File: src/rtl/dmem_access_unit.sv
// Memory-stage data-memory sequencer: runs one req/ack transaction per load/store
// and stalls the pipeline until the access completes, times out, or is dropped.
module dmem_access_unit #(
    parameter int unsigned TIMEOUT  = 16,
    parameter logic [31:0] ERR_DATA = 32'hDEAD_BEEF
) (
    input  logic        clk,
    input  logic        rst,
    input  logic        ex_mem_read,
    input  logic        ex_mem_write,
    input  logic [31:0] ex_addr,
    input  logic [31:0] ex_wdata,
    output logic        mem_req,
    output logic        mem_we,
    output logic [31:0] mem_addr,
    output logic [31:0] mem_wdata,
    input  logic        mem_ack,
    input  logic [31:0] mem_rdata,
    output logic [31:0] rd_data,
    output logic        pipe_write_en,
    output logic        align_err,
    output logic        bus_err
);

    localparam int unsigned CNT_W = 8;
    localparam logic [CNT_W-1:0] CNT_LAST = CNT_W'(TIMEOUT - 1);

    typedef enum logic [1:0] {
        IDLE = 2'd0,
        BUSY = 2'd1,
        DONE = 2'd2
    } state_t;

    state_t             state, state_nx;
    logic [CNT_W-1:0]   cnt, cnt_nx;
    logic               req_nx, we_nx, align_nx, bus_nx;
    logic [31:0]        addr_nx, wdata_nx, rd_nx;
    logic               access, aligned;

    assign access  = ex_mem_read | ex_mem_write;
    assign aligned = (ex_addr[1:0] == 2'b00);

    // State and output registers
    always_ff @(posedge clk or posedge rst) begin
        if (rst) begin
            state     <= IDLE;
            cnt       <= '0;
            mem_req   <= 1'b0;
            mem_we    <= 1'b0;
            mem_addr  <= '0;
            mem_wdata <= '0;
            rd_data   <= '0;
            align_err <= 1'b0;
            bus_err   <= 1'b0;
        end else begin
            state     <= state_nx;
            cnt       <= cnt_nx;
            mem_req   <= req_nx;
            mem_we    <= we_nx;
            mem_addr  <= addr_nx;
            mem_wdata <= wdata_nx;
            rd_data   <= rd_nx;
            align_err <= align_nx;
            bus_err   <= bus_nx;
        end
    end

    // Next-state, next-register values and the combinational stall
    always_comb begin
        state_nx      = state;
        cnt_nx        = cnt;
        req_nx        = mem_req;
        we_nx         = mem_we;
        addr_nx       = mem_addr;
        wdata_nx      = mem_wdata;
        rd_nx         = rd_data;
        align_nx      = 1'b0;
        bus_nx        = 1'b0;
        pipe_write_en = 1'b1;

        case (state)
            IDLE: begin
                if (access) begin
                    if (aligned) begin
                        pipe_write_en = 1'b0;
                        addr_nx       = {ex_addr[31:2], 2'b00};
                        wdata_nx      = ex_wdata;
                        we_nx         = ex_mem_write;
                        req_nx        = 1'b1;
                        cnt_nx        = '0;
                        state_nx      = BUSY;
                    end else begin
                        rd_nx    = '0;
                        align_nx = 1'b1;
                    end
                end
            end
            BUSY: begin
                pipe_write_en = 1'b0;
                // An ack in the expiry cycle still completes the access normally
                if (mem_ack) begin
                    rd_nx    = mem_we ? 32'h0 : mem_rdata;
                    req_nx   = 1'b0;
                    state_nx = DONE;
                end else if (cnt == CNT_LAST) begin
                    rd_nx    = mem_we ? 32'h0 : ERR_DATA;
                    req_nx   = 1'b0;
                    bus_nx   = 1'b1;
                    state_nx = DONE;
                end else begin
                    cnt_nx = cnt + CNT_W'(1);
                end
            end
            DONE: begin
                state_nx = IDLE;
            end
            default: begin
                state_nx = IDLE;
            end
        endcase
    end

endmodule
File: config.mk
export PLATFORM = sky130hd
export DESIGN_NAME = dmem_access_unit
export DESIGN_NICKNAME = d
export VERILOG_FILES = /design/src/rtl/dmem_access_unit.sv
export SDC_FILE = /design/constraint.sdc
export NUM_CORES = 1
export LEC_CHECK = 0
export CORE_ASPECT_RATIO = 0.7
export CORE_MARGIN = 1.5
export CORE_UTILIZATION = 32
export DETAILED_ROUTE_END_ITERATION = 10
export REMOVE_ABC_BUFFERS = 1
export SYNTH_ARGS = -nofsm -noshare
export SYNTH_HDL_FRONTEND = slang
export SYNTH_SLANG_ARGS = --single-unit
File: constraint.sdc
create_clock -name clk -period 4.65 [get_ports clk]
set_input_delay 1.1625 -clock clk [delete_from_list [all_inputs] [get_ports clk]]
set_output_delay 1.1625 -clock clk [all_outputs]
set_load 0.01 [all_outputs]
==> flow_metrics.env, run 1 <==
export IMPL_wl_mm=12.2
export IMPL_gp_congestion=0.848
export IMPL_run_status="completed"
export IMPL_drv_slew=0
export IMPL_p_leak_nw=3.41
export IMPL_dp_final_hpwl_mm=8.58
export IMPL_grt_antenna_before_repair=0
export IMPL_ant_nets=0
export IMPL_cts_num_sinks=108
export IMPL_maxCapViolations=0
export IMPL_tns_ns=0
export IMPL_path_class="input pin to output port"
export IMPL_die_height_um=103
export IMPL_clockBufferDepth=2
export IMPL_vias=3746
export IMPL_clk_latency_ns=0.34
export IMPL_htree_num_levels=3
export IMPL_synth_avg_cell_area_um2=9.88
export IMPL_p_total_mw=2.98
export IMPL_cts_tree="built"
export IMPL_setup_slack_ns=0.759
export IMPL_cp_required_ns=3.49
export IMPL_cp_end_kind="output port"
export IMPL_n_antenna_cell=0
export IMPL_critPathMaxStageDelay_ns=0.50
export IMPL_cts_resized_gates=0
export IMPL_synthArstFlopShare_pct=100
export IMPL_max_slew_margin_rel_pct=36.8
export IMPL_postLayoutCellArea_um2=7030
export IMPL_power_density_nw_per_um2=424
export IMPL_place_area_um2=6720
export IMPL_ios=202
export IMPL_setup_viol=0
export IMPL_max_freq_mhz=257
export IMPL_synth_seq_area_share_pct=59.3
export IMPL_min_period_ns=3.89
export IMPL_cp_start_kind="input pin"
export IMPL_numCtsBuffers=9
export IMPL_post_cts_buffers=0
export IMPL_die_area_um2=15000
export IMPL_drive_above_1_share_pct=7.62
export IMPL_syn_inst=461
export IMPL_drc=0
export IMPL_arrival_ns=2.73
export IMPL_peakVddDrop_uv=186
export IMPL_dieWidth_um=146
export IMPL_netlist_area_leader_share_pct=59.3
export IMPL_synthDistinctLibCells=36
export IMPL_ys_seq_elements=108
export IMPL_clock_tree_root_cell="clkbuf_16"
export IMPL_routed_via_density=4.43
export IMPL_grt_setup_unrepaired="false"
export IMPL_gr_total_overflow=0
export IMPL_grt_pass1_vias=3560
export IMPL_fin_skew_ns=0.00494
export IMPL_groute_usage_overall_pct=16.2
export IMPL_synth_area_leader_cell="dfrtp_1"
export IMPL_postCtsHoldBufs=0
export IMPL_area_growth_pct=54.2
export IMPL_grt_first_pass_wirelength_mm=19.2
export IMPL_grt_max_degree=65
export IMPL_slowest_stage="clkdlybuf4s50_1"
export IMPL_crit_chain="clkdlybuf4s50_1, or2_2, a211o_1, clkdlybuf4s50_1"
export IMPL_core_um2=13900
export IMPL_synth_ff_type="dfrtp_1"
export IMPL_yosysWarnings=0
export IMPL_place_ws_ns=0.766
export IMPL_first_pass_iters=4
export IMPL_wire_per_inst_um=14.4
export IMPL_synthTopCellsByArea="dfrtp_1 (59%), nand2_1 (16%), mux2_4 (7.2%)"
export IMPL_crit_top_cell="clkdlybuf4s50_1"
export IMPL_synth_edff_count=0
export IMPL_synth_area_um2=4560
export IMPL_io_buffers=199
export IMPL_fin_hold_ws_ns=0.474
export IMPL_min_path_type="register to register"
export IMPL_start_util_pct=32.7
export IMPL_worst_slew_pin_slew_ns=0.948
export IMPL_layout_nets=753
export IMPL_synth_most_common_cell="nand2_1"
export IMPL_ys_top_cells_by_count="nand2_1 (193), dfrtp_1 (108), a21oi_1 (28), inv_1 (28), mux2_4 (22)"
export IMPL_row_count=36
export IMPL_drtIter0Drc=186
export IMPL_hold_viol_final=0
export IMPL_worstPathMaxFanout=2
export IMPL_fin_crit_sh_pct=83.7
export IMPL_clk_pin_slew_worst_paths_ns=0.07
-- through the flow --
step	util [%]	cells
floorplan	-	436
global placement	48.3	830
detailed placement	48.3	830
CTS	50.5	846
global route	50.5	846
finish	50.5	846
-- layout by cell type, fill, tap and decap left out, drive strengths merged, types with 5 or more instances in the layout --
cell type	Yosys	routed
dfrtp	108	108
clkdlybuf4s50	0	199
inv	28	31
a21oi	28	28
nor2	7	7
a22o	10	10
clkbuf	20	10
mux2	24	24
buf	6	5
nand2	193	193
-- registers in the layout (all words and copies together), names as in the netlist --
name / count
mem_wdata: 32
rd_data: 32
mem_addr: 30
cnt: 8
state: 2
align_err: 1
bus_err: 1
mem_req: 1
mem_we: 1
-- final cells by class --
class,count,area [um2]
tap,190,238
fill,1239,6890
multi-input combinational,300,1630
timing repair buffer,204,2040
inverter,28,108
sequential,108,2700
clock inverter,6,68.8
clock buffer,10,239
-- where the power goes --
part	total (mW)	switching [mW]	internal, mW	leakage [nW]
Clock	0.792	0.354	0.438	0.150
Combinational	0.924	0.394	0.530	1.87
Sequential	1.26	0.124	1.14	1.40
-- critical path: cells and delay by family --
family	cells	cell delay, ns
AOI/OAI and AO/OA	1	0.32
buffers and inverters	2	0.93
and+or+nand+nor	1	0.32
-- logic make-up (layout without fill, tap and decap cells) --
group           after synthesis  in the layout  synth area share (%)
compound gates               49             49                  6.95
other cells                   1              2                0.0823
xor+xnor                      1              1                 0.192
buf+inv                      54            248                  5.44
mux                          25             25                  7.96
simple gates                222            222                  19.8
fa+ha+maj                     1              1                 0.275
flops                       108            108                  59.3
-- per-layer routing --
metal  GRT usage, %  part of all wire (%)
met1           23.9                    50
met2           21.7                    40
met3           6.90                   9.7
met4           3.53                  0.60
met5              0                     0
-- worst paths after layout --
check                           endpoint  cells after the start    startpoint  slack (ns)
setup / recovery           pipe_write_en                      4    ex_addr[1]        0.76
hold / removal              mem_addr[18]                      2  mem_addr[18]        0.47
setup reg to reg             rd_data[28]                      4        cnt[4]        1.84
hold reg to reg             mem_addr[18]                      2  mem_addr[18]        0.47
max in group asynchronous         mem_we                      3           rst        2.64
min in group asynchronous  mem_wdata[19]                      2           rst        1.26
Power figures use the tool's default switching activity.
==> run 2, diff against run 1 <==
- PLACE_DENSITY: default -> 0.66
- clock period: 4.65 -> 3.4 ns (I/O delays scaled with it)
==> run 2 against run 1 <==
Net effect:
- critical path depth is the same
- count of clock-buffer cells in the layout is 1 higher
- cell area grew 0.39%
- clock skew rose by 0.0060 ns
- critical endpoint unchanged
- cell count grew 0.47%
- routed wire length is 3.5% lower
==> flow_metrics.env, run 2 (synthesis results as in run 1) <==
export IMPL_cp_start_kind="input pin"
export IMPL_hold_viol_final=0
export IMPL_path_class="input pin to output port"
export IMPL_drc=0
export IMPL_grt_pass1_vias=3722
export IMPL_ios=202
export IMPL_grt_max_degree=64
export IMPL_clockBufferDepth=2
export IMPL_post_cts_buffers=0
export IMPL_cp_buffers_inverters=2
export IMPL_place_area_um2=6760
export IMPL_crit_chain="clkdlybuf4s50_1, or2_2, a211o_1, clkdlybuf4s50_1"
export IMPL_drive_above_1_share_pct=8.18
export IMPL_dp_final_hpwl_mm=8.40
export IMPL_min_period_ns=3.24
export IMPL_worst_slew_pin_slew_ns=0.931
export IMPL_worstPathMaxFanout=2
export IMPL_n_antenna_cell=0
export IMPL_clk_latency_ns=0.34
export IMPL_grt_setup_unrepaired="false"
export IMPL_fin_skew_ns=0.0110
export IMPL_htree_num_levels=3
export IMPL_grt_first_pass_wirelength_mm=19.0
export IMPL_gp_congestion=0.838
export IMPL_routed_via_density=4.44
export IMPL_slowest_stage="clkdlybuf4s50_1"
export IMPL_reg2reg_slack_ns=0.94
export IMPL_fin_crit_sh_pct=95.4
export IMPL_groute_usage_overall_pct=16.1
export IMPL_arrival_ns=2.39
export IMPL_dieWidth_um=146
export IMPL_p_total_mw=4.01
export IMPL_row_count=36
export IMPL_cts_resized_gates=0
export IMPL_setup_viol=0
export IMPL_numCtsBuffers=9
export IMPL_start_util_pct=32.7
export IMPL_cp_end_kind="output port"
export IMPL_r2r_cells=5
export IMPL_fin_hold_ws_ns=0.474
export IMPL_cts_num_sinks=108
export IMPL_mostFrequentLayoutCell="clkdlybuf4s50_1"
export IMPL_clk_pin_slew_worst_paths_ns=0.06
export IMPL_area_growth_pct=54.8
export IMPL_final_cells=850
export IMPL_peakVddDrop_uv=211
export IMPL_critPathMaxStageDelay_ns=0.49
export IMPL_max_slew_margin_rel_pct=37.9
export IMPL_crit_cells=4
export IMPL_grt_antenna_before_repair=0
export IMPL_drv_slew=0
export IMPL_timing_rr_start="cnt[4]"
export IMPL_die_area_um2=15000
export IMPL_wire_per_inst_um=13.8
export IMPL_io_buffers=199
export IMPL_first_pass_iters=7
export IMPL_wl_mm=11.8
export IMPL_die_height_um=103
export IMPL_core_um2=13900
export IMPL_power_density_nw_per_um2=569
export IMPL_min_to="mem_addr[12]"
export IMPL_gr_total_overflow=0
export IMPL_utilization_pct=50.7
export IMPL_top_regs="mem_wdata: 32 flops, rd_data: 32 flops, mem_addr: 30 flops"
export IMPL_min_path_type="register to register"
export IMPL_max_freq_mhz=308
export IMPL_postCtsHoldBufs=0
export IMPL_postLayoutCellArea_um2=7060
export IMPL_cp_required_ns=2.55
export IMPL_rr_endpoint="rd_data[30]"
export IMPL_crit_top_cell="clkdlybuf4s50_1"
export IMPL_clock_tree_root_cell="clkbuf_16"
export IMPL_place_inst=834
export IMPL_drtIter0Drc=100
export IMPL_cts_tree="built"
export IMPL_p_leak_nw=3.44
export IMPL_holdPathStages=2
export IMPL_cp_top_family="buffers and inverters"
export IMPL_run_status="completed"
export IMPL_layout_nets=757
export IMPL_final_cell_mix="clkdlybuf4s50_1 (199), nand2_1 (193), dfrtp_1 (108)"
export IMPL_vias=3774
export IMPL_maxCapViolations=0
export IMPL_hold_path_startpoint="mem_addr[12]"
export IMPL_ant_nets=0
[run 2: cell count changes in the layout (fill, tap and decap cells not counted)]
cell / before / now
buf_4: 4 / 7
inv_6: 3 / 4
clkinvlp_4: 1 / 0
bufinv_16: 1 / 0
buf_12: 1 / 2
clkbuf_8: 1 / 2
[run 2: layout make-up]
type / count / area, um2
fill: 1198 / 6860
timing repair buffer: 208 / 2080
inverter: 28 / 108
tap: 190 / 238
sequential: 108 / 2700
clock inverter: 5 / 40.0
multi-input combinational: 300 / 1630
clock buffer: 11 / 253
[run 2: worst reg2reg max path, stage by stage, from the launching register on]
cell and delay [ns]:
dfrtp_1 0.47, nor4_4 0.45, a21boi_2 0.12, or4_2 0.62, buf_4 0.31, mux2_1 0.39
[run 2: metal layers]
layer | track usage (%) | wire length [um] | vias to the layer above
met2 | 23.0 | 4770 | 188
met4 | 4.24 | 87 | 0
met1 | 23.1 | 5760 | 1725
met5 | 0 | 0 | -
li1 | - | - | 1853
met3 | 5.84 | 1150 | 8
[run 2: how the worst max path moves through the flow]
stage / from / end / slack [ns]
after floorplan: ex_addr[1] / mem_addr[10] / -0.32
after global placement: ex_addr[1] / pipe_write_en / 0.19
after detailed placement: ex_addr[1] / pipe_write_en / 0.17
after CTS: ex_addr[1] / pipe_write_en / 0.16
after global routing: ex_addr[1] / pipe_write_en / 0.15
final: ex_addr[1] / pipe_write_en / 0.16
[run 2: metrics by stage]
| step | setup TNS, ns | setup slack (ns) |
|---|---|---|
| after floorplan | -51.75 | -0.320 |
| after CTS | 0 | 0.161 |
| after global routing | 0 | 0.149 |
| final | 0 | 0.157 |
| after detailed placement | 0 | 0.168 |
| after global placement | 0 | 0.192 |
[run 2: power breakdown]
group          internal (mW)  switching, mW  total [mW]
logic                  0.730          0.532        1.26
clock network          0.547          0.473        1.02
registers               1.56          0.174        1.73
==> RTL change 1, RTL diff (config.mk and constraints of run 2) <==
Make the reset (`rst`) synchronous in one clocked block.
--- a/src/rtl/dmem_access_unit.sv
+++ b/src/rtl/dmem_access_unit.sv
@@ -42,5 +42,5 @@
 
     // State and output registers
-    always_ff @(posedge clk or posedge rst) begin
+    always_ff @(posedge clk) begin
         if (rst) begin
             state     <= IDLE;
Function: differs if rst is asserted again (counterexample within 4 cycles, from zero or initial values and one cycle with rst high); with rst held inactive, the same outputs for 4 cycles.
==> RTL change 1 against run 2 <==
Cell area is 5.8% lower; utilization up 0.087 points; wire length up 5.3%; sequential cell count stayed put; non-clock buffer count fell by 3; clock skew fell by 0.0056 ns; setup slack gained 0.20 ns; sequential share of layout area shrank 5.8 points; count of clock-buffer cells in the layout down 2; via count up 7.1%; synthesized area is 6.2% lower; critical path type unchanged; critical endpoint unchanged; largest cell class unchanged; highest routed layer unchanged.
Power is not compared: it rests on default switching activity, and its combinational part moved more than twofold at a synthesized area within 25%.
==> RTL change 1: results (changes against run 2) <==
- I/O Buffers: 199 (unchanged)
- Vias/cell: 4.82 (was 4.44)
- NonClk Buf Share: 0.310 (was 0.295)
- Signal inverters: 3 (was 28)
- HPWL after DPL: 8770 um (was 8400 um)
- Routed wl met2: 5770 um (was 4770 um)
- #MultiIn Comb: 340 (was 300)
- Clk_skew: 0.00534 ns (was 0.0110 ns)
- Footprint of the multi-input gates: 1900 um^2 (was 1630 um^2)
- CTS buffer count: 9 (unchanged)
- Initial detailed-routing violation count: 234 (was 100)
- Leak: 0.00233 uW
- Synth Area in Compound Gates: 0.162 (was 0.0695)
- Synth area leaders: dfxtp_1, nand2_1, a21oi_1 (was dfrtp_1, nand2_1, mux2_4)
- Worst Hold Launch: mem_addr[13]$_SDFFE_PP0P_ (was mem_addr[12]$_DFFE_PP0P_)
- Post-CTS Repair Setup Buffers: 0 (unchanged)
- Fill count: 1189 (was 1198)
- Top sig layer: met4 (unchanged)
- Synth Area in Adders: 0.00293 (was 0.00275)
- Reg2reg start: cnt[0]$_SDFFE_PP0P_ (was cnt[4]$_DFFE_PP0P_)
- Largest family of logic cells by synthesized area: simple AND/OR/NAND/NOR gates (unchanged)
- # diodes: 0 (unchanged)
- Drt wl/cell: 14.8 um (was 13.8 um)
- Worst path max stage delay: 0.55 ns (was 0.49 ns)
- Worst-margin pin slew: 0.609 ns (was 0.931 ns)
- Synth async-reset ratio: 0 (was 1.00)
- DR pass1 iterations: 4 (was 7)
- Routability cong.: 0.765 (was 0.838)
- Main synth FF type: dfxtp_1 (was dfrtp_1)
- Synth cell types: 44 (was 36)
- Tot GR Track Use: 0.175 (was 0.161)
- CP arrival: 2.19 ns (was 2.39 ns)
- Nonclk buf count: 205 (was 208)
- Layout cells sized above 1: 0.0774 (was 0.0818)
- First-pass GRT wire length: 19700 um (was 19000 um)
- Metal3 WL: 761 um (was 1150 um)
- Post-Synth XOR/XNOR Area: 0 (was 0.00192)
- Sequential area share after synthesis: 0.506 (was 0.593)
- Outcome: complete, no violations (unchanged)
- Met1 WL: 5690 um (was 5760 um)
- Register area: 2160 um^2 (was 2700 um^2)
- CTS Buffer Depth: 2 (unchanged)
- Final-stage net count: 769 (was 757)
- Worst Path Max Fanout: 4 (was 2)
- Most frequent cells after synthesis: nand2_1, dfxtp_1, a21oi_1 (was nand2_1, dfrtp_1, a21oi_1, inv_1, mux2_4)
- CP startpoint: ex_mem_write (was ex_addr[1])
- Number of global-route vias before repair: 3850 (was 3722)
- H-tree Lvls: 3 (unchanged)
- Mux share of post-synthesis cell area: 0.0562 (was 0.0796)
- Final clock-cell share: 0.0465 (was 0.0415)
[RTL change 1: cell count changes after synthesis, moves of 4 or more]
| cell | change |
|---|---|
| dfrtp_1 | -108 |
| or2b_2 | +18 |
| nand2_1 | -63 |
| dfxtp_1 | +108 |
| nand2b_1 | +5 |
| mux2i_1 | +23 |
| o21ai_0 | +28 |
| clkbuf_1 | -4 |
| mux2_4 | -22 |
| a21oi_1 | +47 |
| buf_2 | +9 |
| inv_1 | -25 |
[RTL change 1: cell families after synthesis]
group                      after synthesis
AOI/OAI and AO/OA                      123
adders and majority gates                1
buffers and inverters                   39
DFF                                    108
muxes                                   24
other                                    1
and+or+nand+nor                        190
[RTL change 1: where the power goes]
group          leakage (uW)  switching, uW  internal, uW
Clock              0.000149            493           585
Combinational       0.00131            173           231
Sequential         0.000877           25.5          1310
Total               0.00233            692          2120
[RTL change 1: stage by stage]
step / instance area, um^2 / hold slack [ns] / cells / worst slack, ns
CTS: 6650 / 0.456 / 838 / 0.352
global placement: 6340 / 0.442 / 822 / 0.356
detailed placement: 6340 / 0.446 / 822 / 0.364
global route: 6650 / 0.472 / 838 / 0.283
finish: 6650 / 0.455 / 838 / 0.356
floorplan: 4070 / 0.474 / 451 / 0.632
[RTL change 1: worst paths after layout]
path	depth (start not counted)	to	slack [ns]
hold reg to reg	2	mem_addr[13]$_SDFFE_PP0P_	0.46
setup reg to reg	5	rd_data[21]$_SDFFE_PP0P_	1.54
hold / removal	2	mem_addr[13]$_SDFFE_PP0P_	0.46
setup / recovery	5	pipe_write_en	0.36
[RTL change 1: per-layer routing]
layer	GRT usage	vias up
met3	0.0424	18
li1	-	2004
met1	0.227	1875
met2	0.291	145
met5	0	-
met4	0.0505	0
==> RTL change 2, RTL diff (config.mk and constraints of run 2) <==
Made on the original files. Change the localparam `CNT_W` from 8 to 6.
--- a/src/rtl/dmem_access_unit.sv
+++ b/src/rtl/dmem_access_unit.sv
@@ -23,5 +23,5 @@
 );
 
-    localparam int unsigned CNT_W = 8;
+    localparam int unsigned CNT_W = 6;
     localparam logic [CNT_W-1:0] CNT_LAST = CNT_W'(TIMEOUT - 1);
 
Formal check against the unedited RTL: same outputs for any inputs over 4 cycles, from zero or initial values and one cycle with rst high; that may be too few to reach the edited logic, so the function may still have changed.
==> RTL change 2 against run 2 <==
Utilization is 0.26 points lower; setup slack better by 0.033 ns; sequential cell count is 2 lower; cell area is 0.83% lower; wire length is 9.9% higher; count of clock-buffer cells in the layout stayed put; highest routed layer unchanged; largest cell class unchanged; register-to-register slack better by 0.37 ns; synthesized area is 0.66% lower; total power is 2.4% lower; sequential share of layout area is 0.39 points lower; die area is 0.64% lower.
==> RTL change 2: results (changes against run 2) <==
- Outcome: complete, no violations (unchanged)
- Reg2reg start: cnt[0]$_DFFE_PP0P_ (was cnt[4]$_DFFE_PP0P_)
- Rel. slew slack: 0.461 (was 0.379)
- #MultiIn Comb: 335 (was 300)
- Worst Path Max Fanout: 3 (was 2)
- Hold EP: mem_wdata[26]$_DFFE_PP0P_ (was mem_addr[12]$_DFFE_PP0P_)
- Peak VDD IR: 350 uV (was 211 uV)
- Switching share of total power: 0.299 (was 0.294)
- Switching power of the nets: 1170 uW (was 1180 uW)
- Final instance area: 7000 um^2 (was 7060 um^2)
- Placed cells: 867 (was 834)
- Post-Synth XOR/XNOR Area: 0 (was 0.00192)
- Initial detailed-routing violation count: 134 (was 100)
- Fraction of area in registers: 0.379 (was 0.383)
- Clk_skew: 0.00603 ns (was 0.0110 ns)
- Worst Hold Launch: mem_wdata[26]$_DFFE_PP0P_ (was mem_addr[12]$_DFFE_PP0P_)
- Final-stage net count: 790 (was 757)
- Via count: 4086 (was 3774)
- Seq cells post-synth: 106 (was 108)
- Final hold slack: 0.479 ns (was 0.474 ns)
- Mean Syn Cell Area: 8.96 um^2 (was 9.88 um^2)
- HPWL after DPL: 9020 um (was 8400 um)
- Tot GR Track Use: 0.176 (was 0.161)
- Fill count: 1297 (was 1198)
- CP arrival: 2.36 ns (was 2.39 ns)
- Synth area leaders: dfrtp_1, nand2_1, o211ai_1 (was dfrtp_1, nand2_1, mux2_4)
- Footprint of the multi-input gates: 1610 um^2 (was 1630 um^2)
- RR Endpoint: rd_data[28]$_DFFE_PP0P_ (was rd_data[30]$_DFFE_PP0P_)
- Mux share of post-synthesis cell area: 0.00249 (was 0.0796)
==> RTL change 2: cell count changes after synthesis, sizes merged, moves of 3 or more <==
cell | run 2 | this run
a32o | 0 | 9
nand2 | 193 | 215
mux2 | 24 | 1
o211ai | 0 | 24
a22o | 10 | 1
a221o | 3 | 0
buf | 6 | 19
o21ai | 3 | 29
a21oi | 28 | 24
==> RTL change 2: worst max-delay path by stage <==
| stage | start | to | slack, ns | depth (start not counted) |
|---|---|---|---|---|
| 2_1_floorplan | rst | align_err$_DFF_PP0_ | -0.24 | 1 |
| 4_1_cts | ex_mem_write | pipe_write_en | 0.18 | 5 |
| 5_1_grt | ex_mem_write | pipe_write_en | 0.10 | 5 |
| 3_3_place_gp | ex_mem_write | pipe_write_en | 0.19 | 5 |
| 3_5_place_dp | ex_mem_write | pipe_write_en | 0.19 | 5 |
| 6_report | ex_mem_write | pipe_write_en | 0.19 | 5 |
